[config.mk]
export PLATFORM = sky130hd
export DESIGN_NAME = bitcount_scheduler
export DESIGN_NICKNAME = d
export VERILOG_FILES = /design/src/rtl/bitcount_pkg.sv /design/src/rtl/bitcount_datapath.sv /design/src/rtl/bitcount_scheduler.sv
export SDC_FILE = /design/constraint.sdc
export NUM_CORES = 1
export LEC_CHECK = 0
export ABC_CLOCK_PERIOD_IN_PS = 1650
export CAP_MARGIN = 15
export CORE_MARGIN = 5
export CORE_UTILIZATION = 41
export DETAILED_ROUTE_END_ITERATION = 7
export PLACE_DENSITY = 0.84
export SLEW_MARGIN = 25
export SYNTH_ARGS = -nofsm -noshare
export SYNTH_HDL_FRONTEND = slang
export SYNTH_SLANG_ARGS = --single-unit
[constraint.sdc]
create_clock -name clk -period 1.65 [get_ports clk]
set_input_delay 0.165 -clock clk [delete_from_list [all_inputs] [get_ports clk]]
set_output_delay 0.165 -clock clk [all_outputs]
set_load 0.02 [all_outputs]
[src/rtl/bitcount_pkg.sv]
// Shared defaults and FSM state type for the round-robin bit-count scheduler.
package bitcount_pkg;

  localparam int unsigned N_REQ_DEF  = 4;
  localparam int unsigned DATA_W_DEF = 8;
  localparam int unsigned CNT_W_DEF  = $clog2(DATA_W_DEF + 1);

  typedef enum logic [1:0] {
    IDLE  = 2'd0,
    LOAD  = 2'd1,
    SHIFT = 2'd2,
    DONE  = 2'd3
  } state_e;

endpackage

[src/rtl/bitcount_datapath.sv]
// Operand shift register and population-count accumulator driven by the scheduler FSM.
module bitcount_datapath
  import bitcount_pkg::*;
#(
  parameter int unsigned DATA_W = DATA_W_DEF,
  parameter int unsigned CNT_W  = CNT_W_DEF
) (
  input  logic              clk,
  input  logic              reset,
  input  logic              load_a,
  input  logic [DATA_W-1:0] a_in,
  input  logic              clear_result,
  input  logic              right_shift,
  input  logic              incr_result,
  output logic              a_zero,
  output logic              a_lsb,
  output logic [CNT_W-1:0]  result
);

  logic [DATA_W-1:0] a_q;
  logic [CNT_W-1:0]  result_q;

  always_ff @(posedge clk) begin
    if (!reset) begin
      a_q      <= '0;
      result_q <= '0;
    end else begin
      if (load_a) begin
        a_q <= a_in;
      end else if (right_shift) begin
        a_q <= a_q >> 1;
      end
      if (clear_result) begin
        result_q <= '0;
      end else if (incr_result) begin
        result_q <= result_q + CNT_W'(1);
      end
    end
  end

  assign a_zero = (a_q == '0);
  assign a_lsb  = a_q[0];
  assign result = result_q;

endmodule

[src/rtl/bitcount_scheduler.sv]
// Round-robin arbiter plus FSM sharing one serial bit-count datapath among N_REQ requesters.
module bitcount_scheduler
  import bitcount_pkg::*;
#(
  parameter int unsigned N_REQ  = N_REQ_DEF,
  parameter int unsigned DATA_W = DATA_W_DEF,
  parameter int unsigned CNT_W  = CNT_W_DEF
) (
  input  logic                      clk,
  input  logic                      reset,
  input  logic [N_REQ-1:0]          req,
  input  logic [N_REQ*DATA_W-1:0]   req_data,
  output logic [N_REQ-1:0]          gnt,
  output logic                      busy,
  output logic                      resp_valid,
  output logic [$clog2(N_REQ)-1:0]  resp_id,
  output logic [CNT_W-1:0]          resp_count
);

  localparam int unsigned ID_W = $clog2(N_REQ);

  state_e            state_q, state_d;
  logic [ID_W-1:0]   gnt_id_q, gnt_id_d;
  logic [ID_W-1:0]   last_q, last_d;
  logic              pick_valid;
  logic [ID_W-1:0]   pick_id;
  logic [DATA_W-1:0] sel_data;
  logic              load_a, clear_result, right_shift, incr_result;
  logic              a_zero, a_lsb;
  logic [CNT_W-1:0]  result;

  logic [N_REQ-1:0]  gnt_q;
  logic              busy_q, resp_valid_q;
  logic [ID_W-1:0]   resp_id_q;
  logic [CNT_W-1:0]  resp_count_q;

  // Round-robin pick: nearest pending requester above last, wrapping; scanned far-to-near so nearest wins.
  always_comb begin
    pick_valid = 1'b0;
    pick_id    = '0;
    for (int k = int'(N_REQ); k >= 1; k--) begin
      if (req[(int'(last_q) + k) % int'(N_REQ)]) begin
        pick_valid = 1'b1;
        pick_id    = ID_W'((int'(last_q) + k) % int'(N_REQ));
      end
    end
  end

  always_comb begin
    sel_data = '0;
    for (int i = 0; i < int'(N_REQ); i++) begin
      if (gnt_id_q == ID_W'(i)) begin
        sel_data = req_data[i*DATA_W +: DATA_W];
      end
    end
  end

  bitcount_datapath #(
    .DATA_W (DATA_W),
    .CNT_W  (CNT_W)
  ) u_datapath (
    .clk          (clk),
    .reset        (reset),
    .load_a       (load_a),
    .a_in         (sel_data),
    .clear_result (clear_result),
    .right_shift  (right_shift),
    .incr_result  (incr_result),
    .a_zero       (a_zero),
    .a_lsb        (a_lsb),
    .result       (result)
  );

  always_ff @(posedge clk) begin
    if (!reset) begin
      state_q  <= IDLE;
      gnt_id_q <= '0;
      last_q   <= ID_W'(N_REQ - 1);
    end else begin
      state_q  <= state_d;
      gnt_id_q <= gnt_id_d;
      last_q   <= last_d;
    end
  end

  always_comb begin
    state_d      = state_q;
    gnt_id_d     = gnt_id_q;
    last_d       = last_q;
    load_a       = 1'b0;
    clear_result = 1'b0;
    right_shift  = 1'b0;
    incr_result  = 1'b0;
    case (state_q)
      IDLE: begin
        if (pick_valid) begin
          gnt_id_d = pick_id;
          state_d  = LOAD;
        end
      end
      LOAD: begin
        load_a       = 1'b1;
        clear_result = 1'b1;
        state_d      = SHIFT;
      end
      SHIFT: begin
        if (a_zero) begin
          state_d = DONE;
        end else begin
          right_shift = 1'b1;
          incr_result = a_lsb;
        end
      end
      DONE: begin
        last_d  = gnt_id_q;
        state_d = IDLE;
      end
      default: state_d = IDLE;
    endcase
  end

  // Outputs are registered from next-state values so they line up with the state they describe.
  always_ff @(posedge clk) begin
    if (!reset) begin
      gnt_q        <= '0;
      busy_q       <= 1'b0;
      resp_valid_q <= 1'b0;
      resp_id_q    <= '0;
      resp_count_q <= '0;
    end else begin
      gnt_q        <= (state_d != IDLE) ? (N_REQ'(1) << gnt_id_d) : '0;
      busy_q       <= (state_d != IDLE);
      resp_valid_q <= (state_d == DONE);
      resp_id_q    <= (state_d == DONE) ? gnt_id_d : '0;
      resp_count_q <= (state_d == DONE) ? result : '0;
    end
  end

  assign gnt        = gnt_q;
  assign busy       = busy_q;
  assign resp_valid = resp_valid_q;
  assign resp_id    = resp_id_q;
  assign resp_count = resp_count_q;

endmodule

== Word level (Yosys, flattened, before mapping) ==
Index checks and enable logic that the tools add are counted.

* $add $sub $neg: 5
* Div/mod/pow operators: 0
* Reductions and logical operators: 12
* Muxes and demuxes: 36
* Multiply operators: 0
* Shift operators: 1
* Magnitude comparators: 4
* Eq/ne operators: 7
* Bitwise logic cells: 5

{| class="wikitable"
|+ Operator list
! cell !! number
|-
| 2-to-1 mux 8 bit || 6
|-
| 2-to-1 mux 1 bit || 17
|-
| < comparator 3 x 4 -> 1 bit (second input constant) || 4
|-
| 2-to-1 mux 2 bit || 8
|-
| == test 2 bit (second input constant) || 5
|-
| OR reduction 2 bit || 5
|-
| binary-select mux 1 bit (select 2 bit) || 4
|-
| logical NOT 8 bit || 1
|-
| one-hot mux 2 bit (4 select lines) || 1
|-
| adder 2 x 1 -> 2 bit (second input constant) || 2
|-
| adder 2 bit (second input constant) || 2
|-
| adder 4 x 1 -> 4 bit (second input constant) || 1
|-
| bitwise AND 1 bit (first input constant) || 4
|-
| == test 2 x 1 -> 1 bit (second input constant) || 2
|-
| logical NOT 2 bit || 2
|-
| AND reduction 2 bit || 2
|-
| nonzero test 2 bit || 2
|-
| left shift 1 x 2 -> 4 bit (first input constant) || 1
|-
| inverter 1 bit || 1
|}

* Memories: 0
* Logic and storage cells: 80
* ROM bits: 0
* Register bits: 30
* Latch bits: 0
* Output and inout port bits: 12
* Input bits: 38
* Bits in writable memories: 0

== Longest topological paths before layout ==
* Word-level depth: 14
* Gate-level depth with buffers: 7
* Gate-level depth less buffers: 6

== Cells and area by module ==
A second synthesis with hierarchy kept.

* Cell total of the unflattened synthesis: 138
* Area, all modules: 1570.3 µm²

{| class="wikitable"
|+ Modules (own cells, without submodules)
! module !! instances !! cells an instance !! area an instance (µm²)
|-
| bitcount_scheduler || 1 || 83 || 977.2
|-
| bitcount_datapath || 1 || 55 || 593.1
|}

== Least setup slack after synthesis ==
OpenSTA, ideal clock, no wires.

* Path kind: flip-flop to flip-flop
* Start: register state_q[0]
* End: register gnt_q[1] (netlist: gnt[1])
* Cell stages (with the launch flop): 7
* Arrival: 1.510 ns
* Setup time: 0.116 ns
* Path slack: 0.025 ns
* Path through: dfxtp_1 -> inv_1 -> ha_1 -> or2b_1 -> a2111oi_1 -> nor3_2 -> and3b_1

* Longest elaborated chain between the ends: 4
* Elaborated cells between the ends (all ways): 11

{| class="wikitable"
|+ Ends and longest elaborated chain
! item !! line !! RTL
|-
| start, declared || bitcount_scheduler.sv:22 || <nowiki>state_e state_q, state_d;</nowiki>
|-
| start signal, assigned || bitcount_scheduler.sv:80 || <nowiki>state_q <= state_d;</nowiki>
|-
| == test 2 bit, or another cell as far along || bitcount_scheduler.sv:94 || <nowiki>case (state_q)</nowiki>
|-
| one-hot mux 2 bit (4 select lines) || bitcount_scheduler.sv:94 ||
|-
| nonzero test 2 bit || bitcount_scheduler.sv:131 || <nowiki>gnt_q <= (state_d != IDLE) ? (N_REQ'(1) << gnt_id_d) : '0;</nowiki>
|-
| AND reduction 2 bit (no source line) || -- ||
|-
| end signal, assigned || bitcount_scheduler.sv:131 ||
|-
| end, declared || bitcount_scheduler.sv:32 || <nowiki>logic [N_REQ-1:0] gnt_q;</nowiki>
|}

Several ways; a longest one is shown, not always the timed one.
A chain may end at the register's enable or synchronous reset.

== Final worst setup path ==
* Start: input port req[0]
* End: register resp_count_q[0] (netlist: resp_count[0])

* Longest elaborated chain between the ends: 11
* Elaborated cells between the ends (all ways): 20

{| class="wikitable"
|+ Ends and longest elaborated chain
! item !! line !! RTL
|-
| start, declared || bitcount_scheduler.sv:11 || <nowiki>input logic [N_REQ-1:0] req,</nowiki>
|-
| binary-select mux 1 bit (select 2 bit) || bitcount_scheduler.sv:42 || <nowiki>if (req[(int'(last_q) + k) % int'(N_REQ)]) begin</nowiki>
|-
| 2-to-1 mux 1 bit (not written as such) (2 in series) || bitcount_scheduler.sv:42 ||
|-
| 2-to-1 mux 1 bit (3 in series) || bitcount_scheduler.sv:42 ||
|-
| 2-to-1 mux 1 bit (*) || bitcount_scheduler.sv:42 ||
|-
| 2-to-1 mux 2 bit (*) || bitcount_scheduler.sv:96 || <nowiki>if (pick_valid) begin</nowiki>
|-
| one-hot mux 2 bit (4 select lines) (*) || bitcount_scheduler.sv:94 ||
|-
| == test 2 bit (*) || bitcount_scheduler.sv:135 || <nowiki>resp_count_q <= (state_d == DONE) ? result : '0;</nowiki>
|-
| AND reduction 2 bit (no source line) (*) || -- ||
|-
| end signal, assigned || bitcount_scheduler.sv:135 ||
|-
| end, declared || bitcount_scheduler.sv:35 || <nowiki>logic [CNT_W-1:0] resp_count_q;</nowiki>
|}

Every way passes the cells marked *; elsewhere a longest branch is shown, timed or not. The select of a mux whose other input is x is not followed.

==> flow_summary.html <==
<table>
<tr><th>Metric</th><th>Value</th></tr>
<tr><th colspan="2">Outcome</th></tr>
<tr><td>Status</td><td>finished, final reports clean</td></tr>
<tr><th colspan="2">Logic synthesis</th></tr>
<tr><td>Number of flops mapped to enable cells by yosys</td><td>0</td></tr>
<tr><td>YS warnings</td><td>0</td></tr>
<tr><td>Number of nets in the synthesized netlist</td><td>186</td></tr>
<tr><td>Sequential fraction of the synthesis area</td><td>40.2%</td></tr>
<tr><td>Commonest register cell after synthesis</td><td>sky130_fd_sc_hd__dfxtp_1</td></tr>
<tr><td>Most used standard cell by instance count after synthesis</td><td>sky130_fd_sc_hd__dfxtp_1</td></tr>
<tr><td>Mean post-synth cell area</td><td>10.5 µm²</td></tr>
<tr><td>Flip-flop and latch count after synthesis</td><td>30</td></tr>
<tr><td>Largest area contributor in the netlist</td><td>sky130_fd_sc_hd__dfxtp_1</td></tr>
<tr><td>Async S/R FF share, synth</td><td>0%</td></tr>
<tr><td>Commonest cells post-synth</td><td>30 x sky130_fd_sc_hd__dfxtp_1, 15 x sky130_fd_sc_hd__and2_1, 13 x sky130_fd_sc_hd__nand2_1</td></tr>
<tr><td>Cell variety after synth</td><td>37</td></tr>
<tr><td>Post-synthesis cell count</td><td>142</td></tr>
<tr><td>Share of the synthesized area in the top cell type</td><td>40.2%</td></tr>
<tr><td>Top cells by area in the synthesized netlist</td><td>sky130_fd_sc_hd__dfxtp_1 40%, sky130_fd_sc_hd__mux4_2 12%, sky130_fd_sc_hd__and2_1 6.3%</td></tr>
<tr><td>Mapped cell area</td><td>1500 µm²</td></tr>
<tr><th colspan="2">Worst setup path</th></tr>
<tr><td>WP data arrival</td><td>1.76 ns</td></tr>
<tr><td>Crit path max fanout</td><td>7</td></tr>
<tr><td>Category of the most critical setup path</td><td>in2reg</td></tr>
<tr><td>Critical-path cell with the highest stage delay</td><td>sky130_fd_sc_hd__clkdlybuf4s50_1</td></tr>
<tr><td>Ordered list of cells on the worst path</td><td>clkdlybuf4s50_1, nor2_1, a41oi_2, and3_2, and2_1</td></tr>
<tr><td>Data required, critical path</td><td>1.83 ns</td></tr>
<tr><td>Setup crit start kind</td><td>input pin</td></tr>
<tr><td>Max stage delay on crit path</td><td>0.46 ns</td></tr>
<tr><td>Kind of end point of the critical path</td><td>register</td></tr>
<tr><th colspan="2">GRT</th></tr>
<tr><td>Largest net degree at the start of global routing</td><td>18</td></tr>
<tr><td>Most crowded layer after global routing</td><td>met2</td></tr>
<tr><td>Met2 Resource Use GR</td><td>27.2%</td></tr>
<tr><td>Vias in the first global route</td><td>1324</td></tr>
<tr><td>Global Route Usage Sum</td><td>15.5%</td></tr>
<tr><td>Met1 Usage GRT</td><td>16.8%</td></tr>
<tr><td>Wire length of the first global-routing pass</td><td>6.04 mm</td></tr>
<tr><td>Antenna violations before repair</td><td>0</td></tr>
<tr><td>Total congestion overflow after global routing</td><td>0</td></tr>
<tr><td>GR Util met3</td><td>5.76%</td></tr>
<tr><th colspan="2">Clock network</th></tr>
<tr><td>Clk root buf</td><td>sky130_fd_sc_hd__clkbuf_8</td></tr>
<tr><td>Clock latency on the worst-skew pair</td><td>0.28 ns</td></tr>
<tr><td>H-tree depth</td><td>2</td></tr>
<tr><td>TritonCTS clock tree</td><td>done</td></tr>
<tr><td>Clock tree buffer depth</td><td>2</td></tr>
<tr><td>Clock-pin slew on the worst setup and hold paths</td><td>0.06 ns</td></tr>
<tr><td>Number of buffers created by CTS</td><td>5</td></tr>
<tr><td>Hold-fix buffers at CTS</td><td>0</td></tr>
<tr><td>Sink count of the clock tree</td><td>30</td></tr>
<tr><th colspan="2">Floorplan</th></tr>
<tr><td>Die span in x</td><td>70.4 µm</td></tr>
<tr><td>Core region area</td><td>3610 µm²</td></tr>
<tr><td>Placement Rows</td><td>22</td></tr>
<tr><td>Starting density of the core</td><td>41.5%</td></tr>
<tr><td>I/O pins</td><td>50</td></tr>
<tr><td>Die Footprint</td><td>4950 µm²</td></tr>
<tr><td>Height of the die</td><td>70.4 µm</td></tr>
<tr><th colspan="2">Placement</th></tr>
<tr><td>Final weighted congestion of routability-driven global placement</td><td>0.849</td></tr>
<tr><td>Post-DP HPWL</td><td>2.64 mm</td></tr>
<tr><td>Worst setup slack before clock tree synthesis</td><td>-0.0913 ns</td></tr>
<tr><td>IO buf count</td><td>49</td></tr>
<tr><th colspan="2">STA</th></tr>
<tr><td>Max frequency</td><td>632 MHz</td></tr>
<tr><td>Final worst clock skew</td><td>0.00307 ns</td></tr>
<tr><td>Max-slew violation count</td><td>0</td></tr>
<tr><td>Worst setup slack after layout</td><td>0.0675 ns</td></tr>
<tr><td>Hold Vio Cnt, Final</td><td>0</td></tr>
<tr><td>Time the final worst path needs with I/O delays and setup</td><td>1.58 ns</td></tr>
<tr><td>Final period utilization</td><td>95.9%</td></tr>
<tr><td>Tightest Pin Transition</td><td>0.551 ns</td></tr>
<tr><td>Slew headroom</td><td>63.2%</td></tr>
<tr><td># setup viols final</td><td>0</td></tr>
<tr><th colspan="2">Layout</th></tr>
<tr><td>Util after Layout</td><td>63.9%</td></tr>
<tr><td># nets final</td><td>248</td></tr>
<tr><td>Multi-input gate area in the final layout</td><td>880 µm²</td></tr>
<tr><td>Area added between synthesis and finish</td><td>54.2%</td></tr>
<tr><td>Share of final-layout standard cells stronger than drive strength 1</td><td>20.5%</td></tr>
<tr><td>Register area</td><td>601 µm²</td></tr>
<tr><td>Fillers</td><td>298</td></tr>
<tr><td># diodes</td><td>0</td></tr>
<tr><th colspan="2">Power and ir drop</th></tr>
<tr><td>Seq pwr share</td><td>28.8%</td></tr>
<tr><td>Power share of the clock group</td><td>26.2%</td></tr>
<tr><td>Combinational cell fraction of total power</td><td>45.0%</td></tr>
<tr><td>Switching Share</td><td>31.9%</td></tr>
<tr><td>Internal power contribution</td><td>2380 µW</td></tr>
<tr><td>Total power divided by cell area</td><td>1520 nW/µm²</td></tr>
<tr><td>Total leakage power</td><td>0.000875 µW</td></tr>
<tr><td>Maximum vdd drop</td><td>0.872 mV</td></tr>
<tr><td>Net switching component of the power</td><td>1110 µW</td></tr>
<tr><th colspan="2">Drt</th></tr>
<tr><td>Number of nets with antenna violations after detailed routing</td><td>0</td></tr>
<tr><td>Drc violations</td><td>0</td></tr>
<tr><td>First drt pass iteration count</td><td>4</td></tr>
<tr><td>Initial drt markers</td><td>69</td></tr>
<tr><td>Vias per cell</td><td>4.90</td></tr>
<tr><td>Wire length per cell after detailed routing</td><td>14.4 µm</td></tr>
<tr><td>Detailed Route WL</td><td>3.63 mm</td></tr>
<tr><td>Via count</td><td>1239</td></tr>
<tr><th colspan="2">Hold path</th></tr>
<tr><td>Kind of path behind the tightest hold check</td><td>reg2reg</td></tr>
<tr><th colspan="2">Flow run</th></tr>
<tr><td>Number of maximum-capacitance constraint violations</td><td>0</td></tr>
</table>
-- repair_timing --
item	4_1_cts	5_1_grt
pin swaps	0	1
endpoints found under the setup margin	3	14
buffers inserted	0	1
cloned	0	0
gates resized for setup	1	9
-- cell families (layout without fill, tap and decap cells) --
kind of cell / count (synthesis) / in the layout / share of synthesized area, %
muxes: 16 / 16 / 17.4
AOI/OAI and AO/OA: 22 / 22 / 10.1
buffers and inverters: 12 / 75 / 4.35
DFF: 30 / 30 / 40.2
xor gates and xnor gates: 2 / 2 / 1.17
and+or+nand+nor: 54 / 54 / 21.8
adders and majority gates: 6 / 6 / 5.02
-- state kept, by name (all words and copies together) (netlist names) --
signal,count
u_datapath.a_q,8
gnt,4
u_datapath.result,4
last_q,2
state_q,2
resp_id,2
busy,1
resp_valid,1
resp_count,4
gnt_id_q,2
-- power by group through the flow --
| stage | clock network (µW) | registers (µW) | logic, µW |
|---|---|---|---|
| 6_report | 917 | 1010 | 1570 |
| 5_1_grt | 961 | 1030 | 1730 |
| 4_1_cts | 929 | 1010 | 1480 |
| 3_5_place_dp | 0 | 1020 | 1470 |
| 3_3_place_gp | 0 | 1020 | 1440 |
| 2_1_floorplan | 0 | 1060 | 894 |
-- worst max-delay path: cells and delay by family --
family | cells | cell delay, ns
compound gates | 1 | 0.23
buf+inv | 1 | 0.46
simple gates | 3 | 0.90
-- final cells by class --
| class | count | area share, % |
|---|---|---|
| multi-input combinational | 100 | 38.1 |
| timing repair buffer | 62 | 26.2 |
| sequential | 30 | 26.0 |
| clock buffer | 6 | 3.58 |
| clock inverter | 2 | 2.60 |
| tap | 48 | 2.60 |
| inverter | 5 | 0.814 |
-- cell usage in the layout, fill, tap and decap left out, types with 2 or more instances in the layout --
cell,instances
sky130_fd_sc_hd__nor2b_1,3
sky130_fd_sc_hd__and2_1,15
sky130_fd_sc_hd__a21oi_2,2
sky130_fd_sc_hd__a2111oi_4,2
sky130_fd_sc_hd__a21oi_1,3
sky130_fd_sc_hd__nor2_1,4
sky130_fd_sc_hd__clkdlybuf4s50_1,49
sky130_fd_sc_hd__nor3b_2,2
sky130_fd_sc_hd__bufinv_16,2
sky130_fd_sc_hd__mux4_2,8
sky130_fd_sc_hd__nand3_1,3
sky130_fd_sc_hd__ha_1,6
sky130_fd_sc_hd__inv_1,4
sky130_fd_sc_hd__nor4_1,2
sky130_fd_sc_hd__buf_4,11
sky130_fd_sc_hd__and2b_1,2
sky130_fd_sc_hd__mux2i_1,8
sky130_fd_sc_hd__o21ai_0,8
sky130_fd_sc_hd__dfxtp_1,30
sky130_fd_sc_hd__nand2_1,13
sky130_fd_sc_hd__xor2_1,2
sky130_fd_sc_hd__clkbuf_8,6
-- final timing paths --
kind | from | to | slack (ns) | depth (start not counted)
setup / recovery | req[0] | resp_count[0] | 0.07 | 5
hold / removal | u_datapath.result[3] | resp_count[3] | 0.48 | 1
setup reg to reg | state_q[0] | gnt[1] | 0.09 | 6
hold reg to reg | u_datapath.result[3] | resp_count[3] | 0.48 | 1
-- per-layer routing --
metal,vias to the layer above,share of wire [%]
met2,29,52
met3,6,5.8
li1,627,-
met5,-,0
met1,577,41
met4,0,1.5
-- stage by stage --
| stage | power [µW] | cells | area [µm²] | hold slack, ns | setup TNS [ns] |
|---|---|---|---|---|---|
| 3_3_place_gp | 2460 | 244 | 2100 | 0.457 | -0.309 |
| 2_1_floorplan | 1950 | 142 | 1500 | 0.293 | 0 |
| 3_5_place_dp | 2490 | 244 | 2100 | 0.462 | -0.472 |
| 6_report | 3500 | 253 | 2310 | 0.475 | 0 |
| 4_1_cts | 3420 | 252 | 2250 | 0.477 | 0 |
| 5_1_grt | 3720 | 253 | 2310 | 0.514 | -0.190 |
Power figures use the tool's default switching activity.
